**config.mk**
```make
export PLATFORM = sky130hd
export DESIGN_NAME = alu_issue
export DESIGN_NICKNAME = d
export VERILOG_FILES = /design/src/rtl/alu_pkg.sv /design/src/rtl/cmd_fifo.sv /design/src/rtl/alu_issue.sv
export SDC_FILE = /design/constraint.sdc
export NUM_CORES = 1
export LEC_CHECK = 0
export CAP_MARGIN = 20
export CORE_MARGIN = 2
export CORE_UTILIZATION = 40
export DETAILED_ROUTE_END_ITERATION = 16
export PLACE_DENSITY_LB_ADDON = 0.1
export RECOVER_POWER = 25
export SYNTH_ARGS = -nofsm -noshare
export SYNTH_HDL_FRONTEND = slang
export SYNTH_SLANG_ARGS = --single-unit
```
**constraint.sdc**
```tcl
create_clock -name clk -period 8.63 [get_ports clk]
set_input_delay 2.589 -clock clk [delete_from_list [all_inputs] [get_ports clk]]
set_output_delay 2.589 -clock clk [all_outputs]
set_load 0.01 [all_outputs]
```
**src/rtl/alu_pkg.sv**
```systemverilog
// rtl/alu_pkg.sv - shared opcode constants and issue FSM encoding
package alu_pkg;

   localparam logic [2:0] OP_ADD = 3'b000;
   localparam logic [2:0] OP_SUB = 3'b001;
   localparam logic [2:0] OP_AND = 3'b010;
   localparam logic [2:0] OP_OR  = 3'b011;
   localparam logic [2:0] OP_SRL = 3'b100;
   localparam logic [2:0] OP_SRA = 3'b101;
   localparam logic [2:0] OP_UGT = 3'b110;
   localparam logic [2:0] OP_SGT = 3'b111;

   localparam int OPND_W = 32;

   typedef enum logic [1:0] {
      ST_IDLE  = 2'd0,
      ST_ISSUE = 2'd1,
      ST_HOLD  = 2'd2
   } state_e;

endpackage

```
**src/rtl/cmd_fifo.sv**
```systemverilog
// rtl/cmd_fifo.sv - command FIFO, power-of-two depth, count-based full/empty
module cmd_fifo #(
   parameter int DEPTH = 4,
   parameter int W     = 71
) (
   input  logic                       clk,
   input  logic                       rst_n,
   input  logic                       push_valid_i,
   output logic                       push_ready_o,
   input  logic [W-1:0]               push_data_i,
   input  logic                       pop_i,
   output logic                       pop_valid_o,
   output logic [W-1:0]               pop_data_o,
   output logic [$clog2(DEPTH):0]     count_o
);

   localparam int AW = $clog2(DEPTH);
   localparam int CW = $clog2(DEPTH) + 1;

   logic [W-1:0]  mem_q [DEPTH];
   logic [AW-1:0] wr_ptr_q, wr_ptr_d;
   logic [AW-1:0] rd_ptr_q, rd_ptr_d;
   logic [CW-1:0] count_q, count_d;
   logic          do_push, do_pop;

   assign push_ready_o = (count_q < CW'(DEPTH));
   assign pop_valid_o  = (count_q != '0);
   assign do_push      = push_valid_i && push_ready_o;
   assign do_pop       = pop_i && pop_valid_o;
   assign pop_data_o   = mem_q[rd_ptr_q];
   assign count_o      = count_q;

   // Pointers wrap naturally because DEPTH is a power of two.
   always_comb begin
      wr_ptr_d = wr_ptr_q;
      rd_ptr_d = rd_ptr_q;
      count_d  = count_q;
      if (do_push) wr_ptr_d = wr_ptr_q + AW'(1);
      if (do_pop)  rd_ptr_d = rd_ptr_q + AW'(1);
      case ({do_push, do_pop})
         2'b10:   count_d = count_q + CW'(1);
         2'b01:   count_d = count_q - CW'(1);
         default: count_d = count_q;
      endcase
   end

   always_ff @(posedge clk or negedge rst_n) begin
      if (!rst_n) begin
         wr_ptr_q <= '0;
         rd_ptr_q <= '0;
         count_q  <= '0;
      end else begin
         wr_ptr_q <= wr_ptr_d;
         rd_ptr_q <= rd_ptr_d;
         count_q  <= count_d;
      end
   end

   always_ff @(posedge clk) begin
      if (do_push) mem_q[wr_ptr_q] <= push_data_i;
   end

endmodule

```
**src/rtl/alu_issue.sv**
```systemverilog
// rtl/alu_issue.sv - queues ALU commands, issues them to an external ALU, holds results
module alu_issue
   import alu_pkg::*;
#(
   parameter int DEPTH = 4,
   parameter int TAG_W = 4
) (
   input  logic              clk,
   input  logic              rst_n,
   input  logic              cmd_valid,
   output logic              cmd_ready,
   input  logic [2:0]        cmd_op,
   input  logic [31:0]       cmd_a,
   input  logic [31:0]       cmd_b,
   input  logic [TAG_W-1:0]  cmd_tag,
   output logic [31:0]       alu_a,
   output logic [31:0]       alu_b,
   output logic [2:0]        alu_op,
   input  logic [31:0]       alu_c,
   output logic              res_valid,
   input  logic              res_ready,
   output logic [31:0]       res_data,
   output logic [TAG_W-1:0]  res_tag,
   output logic              res_zero
);

   localparam int PW = 3 + 2 * OPND_W + TAG_W;
   localparam int CW = $clog2(DEPTH) + 1;

   state_e              state_q;
   logic [31:0]         alu_a_q, alu_b_q;
   logic [2:0]          alu_op_q;
   logic [TAG_W-1:0]    tag_q;
   logic                res_valid_q, res_zero_q;
   logic [31:0]         res_data_q;
   logic [TAG_W-1:0]    res_tag_q;

   logic [PW-1:0]       head;
   logic                fifo_nonempty, fifo_pop;
   logic [CW-1:0]       fifo_count;
   logic [2:0]          head_op;
   logic [31:0]         head_a, head_b;
   logic [TAG_W-1:0]    head_tag;

   cmd_fifo #(
      .DEPTH (DEPTH),
      .W     (PW)
   ) u_fifo (
      .clk          (clk),
      .rst_n        (rst_n),
      .push_valid_i (cmd_valid),
      .push_ready_o (cmd_ready),
      .push_data_i  ({cmd_op, cmd_a, cmd_b, cmd_tag}),
      .pop_i        (fifo_pop),
      .pop_valid_o  (fifo_nonempty),
      .pop_data_o   (head),
      .count_o      (fifo_count)
   );

   assign head_op  = head[PW-1 -: 3];
   assign head_a   = head[TAG_W+63 -: 32];
   assign head_b   = head[TAG_W+31 -: 32];
   assign head_tag = head[TAG_W-1:0];

   // A new command leaves the FIFO from IDLE, or in HOLD on the same edge the result is taken.
   assign fifo_pop = fifo_nonempty &&
                     ((state_q == ST_IDLE) || ((state_q == ST_HOLD) && res_ready));

   always_ff @(posedge clk or negedge rst_n) begin
      if (!rst_n) begin
         state_q     <= ST_IDLE;
         alu_a_q     <= '0;
         alu_b_q     <= '0;
         alu_op_q    <= OP_ADD;
         tag_q       <= '0;
         res_valid_q <= 1'b0;
         res_data_q  <= '0;
         res_tag_q   <= '0;
         res_zero_q  <= 1'b0;
      end else begin
         case (state_q)
            ST_IDLE: begin
               if (fifo_pop) begin
                  alu_a_q  <= head_a;
                  alu_b_q  <= head_b;
                  alu_op_q <= head_op;
                  tag_q    <= head_tag;
                  state_q  <= ST_ISSUE;
               end
            end
            ST_ISSUE: begin
               res_data_q  <= alu_c;
               res_zero_q  <= (alu_c == '0);
               res_tag_q   <= tag_q;
               res_valid_q <= 1'b1;
               state_q     <= ST_HOLD;
            end
            ST_HOLD: begin
               if (res_ready) begin
                  res_valid_q <= 1'b0;
                  if (fifo_pop) begin
                     alu_a_q  <= head_a;
                     alu_b_q  <= head_b;
                     alu_op_q <= head_op;
                     tag_q    <= head_tag;
                     state_q  <= ST_ISSUE;
                  end else begin
                     state_q  <= ST_IDLE;
                  end
               end
            end
            default: state_q <= ST_IDLE;
         endcase
      end
   end

   assign alu_a     = alu_a_q;
   assign alu_b     = alu_b_q;
   assign alu_op    = alu_op_q;
   assign res_valid = res_valid_q;
   assign res_data  = res_data_q;
   assign res_tag   = res_tag_q;
   assign res_zero  = res_zero_q;

endmodule

```
# Yosys cells after proc, flatten, opt, wreduce, memory -nomap -nowiden

Memories as Yosys holds them, arrays and structs flattened.
Cells that the tools add are included.

Reduce and logical (&&, ||, !) cells: 14
Divide/modulo/power cells: 0
Shift operators: 0
Equal/unequal tests: 6
Mux-type cells: 21
Magnitude comparators: 1
Bitwise operators: 0
$add $sub $neg: 4
$mul: 0

Operators with widths:

| operator                                              | count |
|---|---|
| two-way mux 32 bit                                    | 4 |
| one-hot mux 32 bit (2 select lines)                   | 2 |
| logical NOT 32 bit                                    | 1 |
| one-hot mux 3 bit (2 select lines)                    | 2 |
| two-way mux 4 bit                                     | 2 |
| one-hot mux 4 bit (2 select lines)                    | 1 |
| two-way mux 3 bit                                     | 2 |
| one-hot mux 2 bit (3 select lines)                    | 1 |
| AND reduction 2 bit                                   | 3 |
| nonzero test 2 bit                                    | 3 |
| adder 2 x 1 -> 2 bit, second input constant           | 2 |
| equality test 2 x 1 -> 1 bit, second input constant   | 2 |
| equality test 2 bit, second input constant            | 2 |
| logical AND 1 bit                                     | 4 |
| two-way mux 1 bit                                     | 4 |
| two-way mux 2 bit                                     | 2 |
| adder 3 x 1 -> 3 bit, second input constant           | 1 |
| less-than comparator 3 bit, second input constant     | 1 |
| nonzero test 3 bit                                    | 1 |
| subtractor 3 x 1 -> 3 bit, second input constant      | 1 |
| logical NOT 2 bit                                     | 1 |
| inequality test 2 x 1 -> 1 bit, second input constant | 1 |
| inequality test 2 bit, second input constant          | 1 |
| one-hot mux 1 bit (2 select lines)                    | 1 |
| logical OR 1 bit                                      | 1 |

Input port bits: 107
Latch bits: 0
Logic and storage cells: 59
Register bits: 118
Memories: 1
Output and inout port bits: 106
Memory bits (read-only): 0
Memory bits (writable): 284

Memory list:

| memory       | words | bits a word | rd ports | clocked after memory_dff | write ports | RTL line       | text |
|---|---|---|---|---|---|---|---|
| u_fifo.mem_q | 4     | 71          | 1        | 0                        | 1           | cmd_fifo.sv:20 | `logic [W-1:0] mem_q [DEPTH];` |

# Logic depth before layout (Yosys ltp)

Depth in word-level cells: 7
Mapped depth: 10
Depth with buffers taken out: 8

# Cells and area by module

Synthesis repeated with hierarchy kept, for this count alone.

Cells, all modules: 661
Area total of the unflattened synthesis: 15,214.6 um^2

By module, submodules not included:

| module    | area each (um^2) | cells each | times used | sequential area each (um^2) |
|---|---|---|---|---|
| cmd_fifo  | 10,734.0         | 410        | 1          | 8,703.3 |
| alu_issue | 4,480.5          | 251        | 1          | 2,777.7 |

# Worst setup path after synthesis

No wires, ideal clock.

Path type: in2reg
From: in cmd_valid
To: mem u_fifo.mem_q[0][0] (enable)
Required time: 8.193 ns
Slack: 3.571 ns
Library setup time: 0.437 ns
Data arrival time: 4.622 ns
Path buffers: 1
Stages on the path: 3
Cells stage by stage: nor2b_1 clkbuf_1 and2_1

Word-level cells in the longest chain between the ends: 3

Ends and longest elaborated chain:

| what                                    | RTL line        | text |
|---|---|---|
| from (decl)                             | alu_issue.sv:10 | `input logic cmd_valid,` |
| logical AND 1 bit                       | cmd_fifo.sv:28  | `assign do_push = push_valid_i && push_ready_o;` |
| two-way mux 1 bit                       | cmd_fifo.sv:60  | `if (do_push) mem_q[wr_ptr_q] <= push_data_i;` |
| two-way mux 1 bit (implied by the code) | cmd_fifo.sv:60  |  |
| to (decl)                               | cmd_fifo.sv:20  |  |

No other way between the ends.

==> summary.md <==
| Metric | Value |
|---|---|
| # fillers | approximately 3000 |
| Worst Clk Skew | roughly 0.021 ns |
| HP Start | alu_b[12] |
| Clock Latency Late Sink | roughly 0.54 ns |
| Average size of a mapped cell | approximately 23 um2 |
| Final HPWL DP | around 18000 um |
| Mapped Cells | roughly 660 |
| PostCTS Resize Cnt | 0 |
| Most frequent cells in the layout | edfxtp_1 (284), clkdlybuf4s50_1 (162), dfrtp_1 (116), mux4_2 (68), mux2_4 (63) |
| Critical Path End Type | asynchronous set/reset pin |
| Crit path max-delay family | buffers and inverters |
| Clk sinks | about 400 |
| First-pass GRT wire length | between 40000 and 50000 um |
| Sequential area share after synthesis | 0.7604 |
| Setup CP Type | in2async |
| Commonest non-fill, non-tap cell in the layout | edfxtp_1 |
| P_leak | 6.852 nW |
| Crit path cell chain | clkbuf_1, buf_4 |
| Layout Nets | 1011 |
| Worst setup path startpoint | rst_n |
| Post-Route Utilization | 0.5135 |
| Final period utilization | 0.5962 |
| Share of cells above drive strength 1 | 0.2733 |
| Vias in the first global route | about 7800 |
| Initial antenna violation count | 10 |
| Failing checks | max-capacitance violations, max-slew violations |
| Worst Path Max Fanout | 76 |
| Drt wl/cell | 20.91 um |
| Initial DRC Count | around 250 |
| Min-Delay Path Class | reg2reg |
| RSZ-0062 raised after global routing | false |
| Max Freq | 194.4 MHz |
| CTS H-tree lvls | 2 |
| TritonCTS buffer count | 43 |
| Final hold vios | 0 |
| PD cells | 364.3 mW/mm2 |
| Worst flop-to-flop path startpoint | u_fifo.rd_ptr_q[0] |
| Setup bufs post-CTS | 0 |
| Synth warnings | 0 |
| IO Count | around 210 |
| DRC viols | 0 |
| Final Setup Violations | 0 |
| Total number of vias | ~7100 |
| Dominant cell type by area after synthesis | edfxtp_1 |
| Root Driver | clkbuf_16 |
| Syn Nets | about 770 |
| Routed wire length | approximately 30000 um |
| Worst EP required | 9.04 ns |
| CTS tree | done |
| DRT Pass-1 Iters | 4 |
| Headroom to the max-slew limit | -0.8310 |
| Row cnt | between 70 and 80 |
| Slew Limit Fails | 84 |
| Synth top area share | 0.5648 |
| Die H | between 150 and 200 um |
| Layout area overhead | 27.19% |
| Largest net degree at the start of global routing | 77 |
| Tot GR Track Use | 0.1564 |
| Reg clk slew, reported paths | around 0.06 ns |
| Max-cap violation count | 2 |
| Worst path max stage delay | between 1.5 and 2 ns |
| Critical Path Source Type | input port |
| Total core area | between 0.03 and 0.04 mm2 |
| Post-route antenna net violation count | 0 |
| #FFs+latches synth | around 400 |
| Minimum clock period | 5.145 ns |
| Status | finished with violations |
| Worst EP arrival | about 5.6 ns |
| DR vias/cell | around 5 |
| Setup TNS Final | 0 ns |
| Least-Margin Pin Slew | 2.747 ns |
| Chip width | 198.3 um |
| Hold Buf Count CTS | 0 |
| Total gr overflow | 0 |
| IO buf count | between 200 and 250 |
| Post-Syn Area | roughly 0.015 mm2 |
| CP max-delay cell | clkbuf_1 |
| Largest cells by area after synthesis | edfxtp_1 (56%), dfrtp_1 (20%), mux4_2 (10%) |
| Die area | ~0.039 mm2 |
| Final estimated routing congestion in global placement | between 0.7 and 0.8 |
| Clock tree buffer depth | 3 |
| Initial Utilization | 0.4037 |
| Peak supply drop | 194.9 uV |
| Distinct cells, synth | 30 |
| Critical path buffer and inverter count | 2 |
metal layers:
| layer | GRT usage | vias to the layer above | share of wire | wire length [um] |
|---|---|---|---|---|
| met5 | 0 | - | 0.0027 | 83 |
| met4 | 0.04651 | 12 | 0.021 | 621 |
| met3 | 0.03679 | 66 | 0.055 | 1658 |
| met2 | 0.2739 | 205 | 0.50 | 15230 |
| met1 | 0.1929 | 3689 | 0.42 | 12630 |
| li1 | - | 3139 | - | - |
path summary, 6_finish.rpt:
check                           slack, ns            endpoint  cells past startpoint
worst max-delay path                 3.49  u_fifo.rd_ptr_q[1]                      2
worst min-delay path                 0.50           alu_b[12]                      1
worst max register to register       5.89           alu_op[2]                      3
worst min register to register       0.50           alu_b[12]                      1
max in group clk                     3.99           alu_b[28]                      6
min in group asynchronous            2.93           alu_b[31]                      1
power breakdown:
group	switching [W]	total, W	internal [W]	leakage [nW]
Sequential	0.000304	0.00288	0.00258	3.96
Combinational	0.000880	0.00229	0.00141	2.21
Clock	0.000724	0.00183	0.00110	0.690
stage by stage:
stage	setup WS [ns]	std cells	power (W)	hold slack, ns	area [um2]
after floorplan	3.571	661	0.004348	0.4674	15100
after global placement	3.448	1362	0.005199	0.4607	17730
after detailed placement	3.384	1363	0.005269	0.4911	17760
after CTS	3.931	1443	0.007128	0.5058	19180
after global routing	2.748	1444	0.007365	0.5201	19200
final	3.485	1445	0.006996	0.5042	19200
layout make-up:
type                       count  area [um2]  area share
antenna                        1       2.502   0.0001303
multi-input combinational    222        3396      0.1768
clock inverter                23       265.3     0.01381
tap                          511       639.4     0.03329
inverter                       8       30.03    0.001564
timing repair buffer         221        2223      0.1158
sequential                   402       11490      0.5982
clock buffer                  57        1160     0.06039
Yosys cell counts:
library cell,n
buf_4,6
a21oi_1,2
clkbuf_1,6
mux2_4,63
nor4_1,8
nor3_2,1
buf_2,7
fa_1,1
mux2_2,44
mux4_2,68
nor2_1,1
nand4_1,2
o21ai_0,2
nor2b_1,2
nand2b_1,2
mux2i_1,1
nor3_1,2
nand2_1,3
buf_1,1
inv_1,8
edfxtp_1,284
o31ai_1,1
ha_1,5
buf_6,9
mux4_1,3
and2_1,4
xor2_1,3
xnor2_1,3
nor4b_1,1
dfrtp_1,118
worst reg2reg max path, stage by stage, from the launching register on:
cell and delay, ns:
dfrtp_4 0.83, buf_4 0.84, mux4_1 0.67, mux2_2 0.27
cell families (layout without fill, tap and decap cells):
group / count (synthesis) / in the layout / synth area share
flip-flops: 402 / 402 / 0.7604
other: 0 / 1 / 0
adder cells (fa/ha/maj): 6 / 6 / 0.005469
buffers and inverters: 37 / 309 / 0.01574
XOR/XNOR: 6 / 6 / 0.003481
multiplexers: 179 / 179 / 0.2028
AO/OA/AOI/OAI: 5 / 5 / 0.001823
AND/OR/NAND/NOR: 26 / 26 / 0.01036
state kept, by name, summed over array words and instances, names as in the netlist, 3 cells and up:
register,cells
alu_a,32
alu_b,32
alu_op,3
res_data,32
res_tag,4
tag_q,4
u_fifo.count_o,3
u_fifo.mem_q,284
Power figures use the tool's default switching activity.
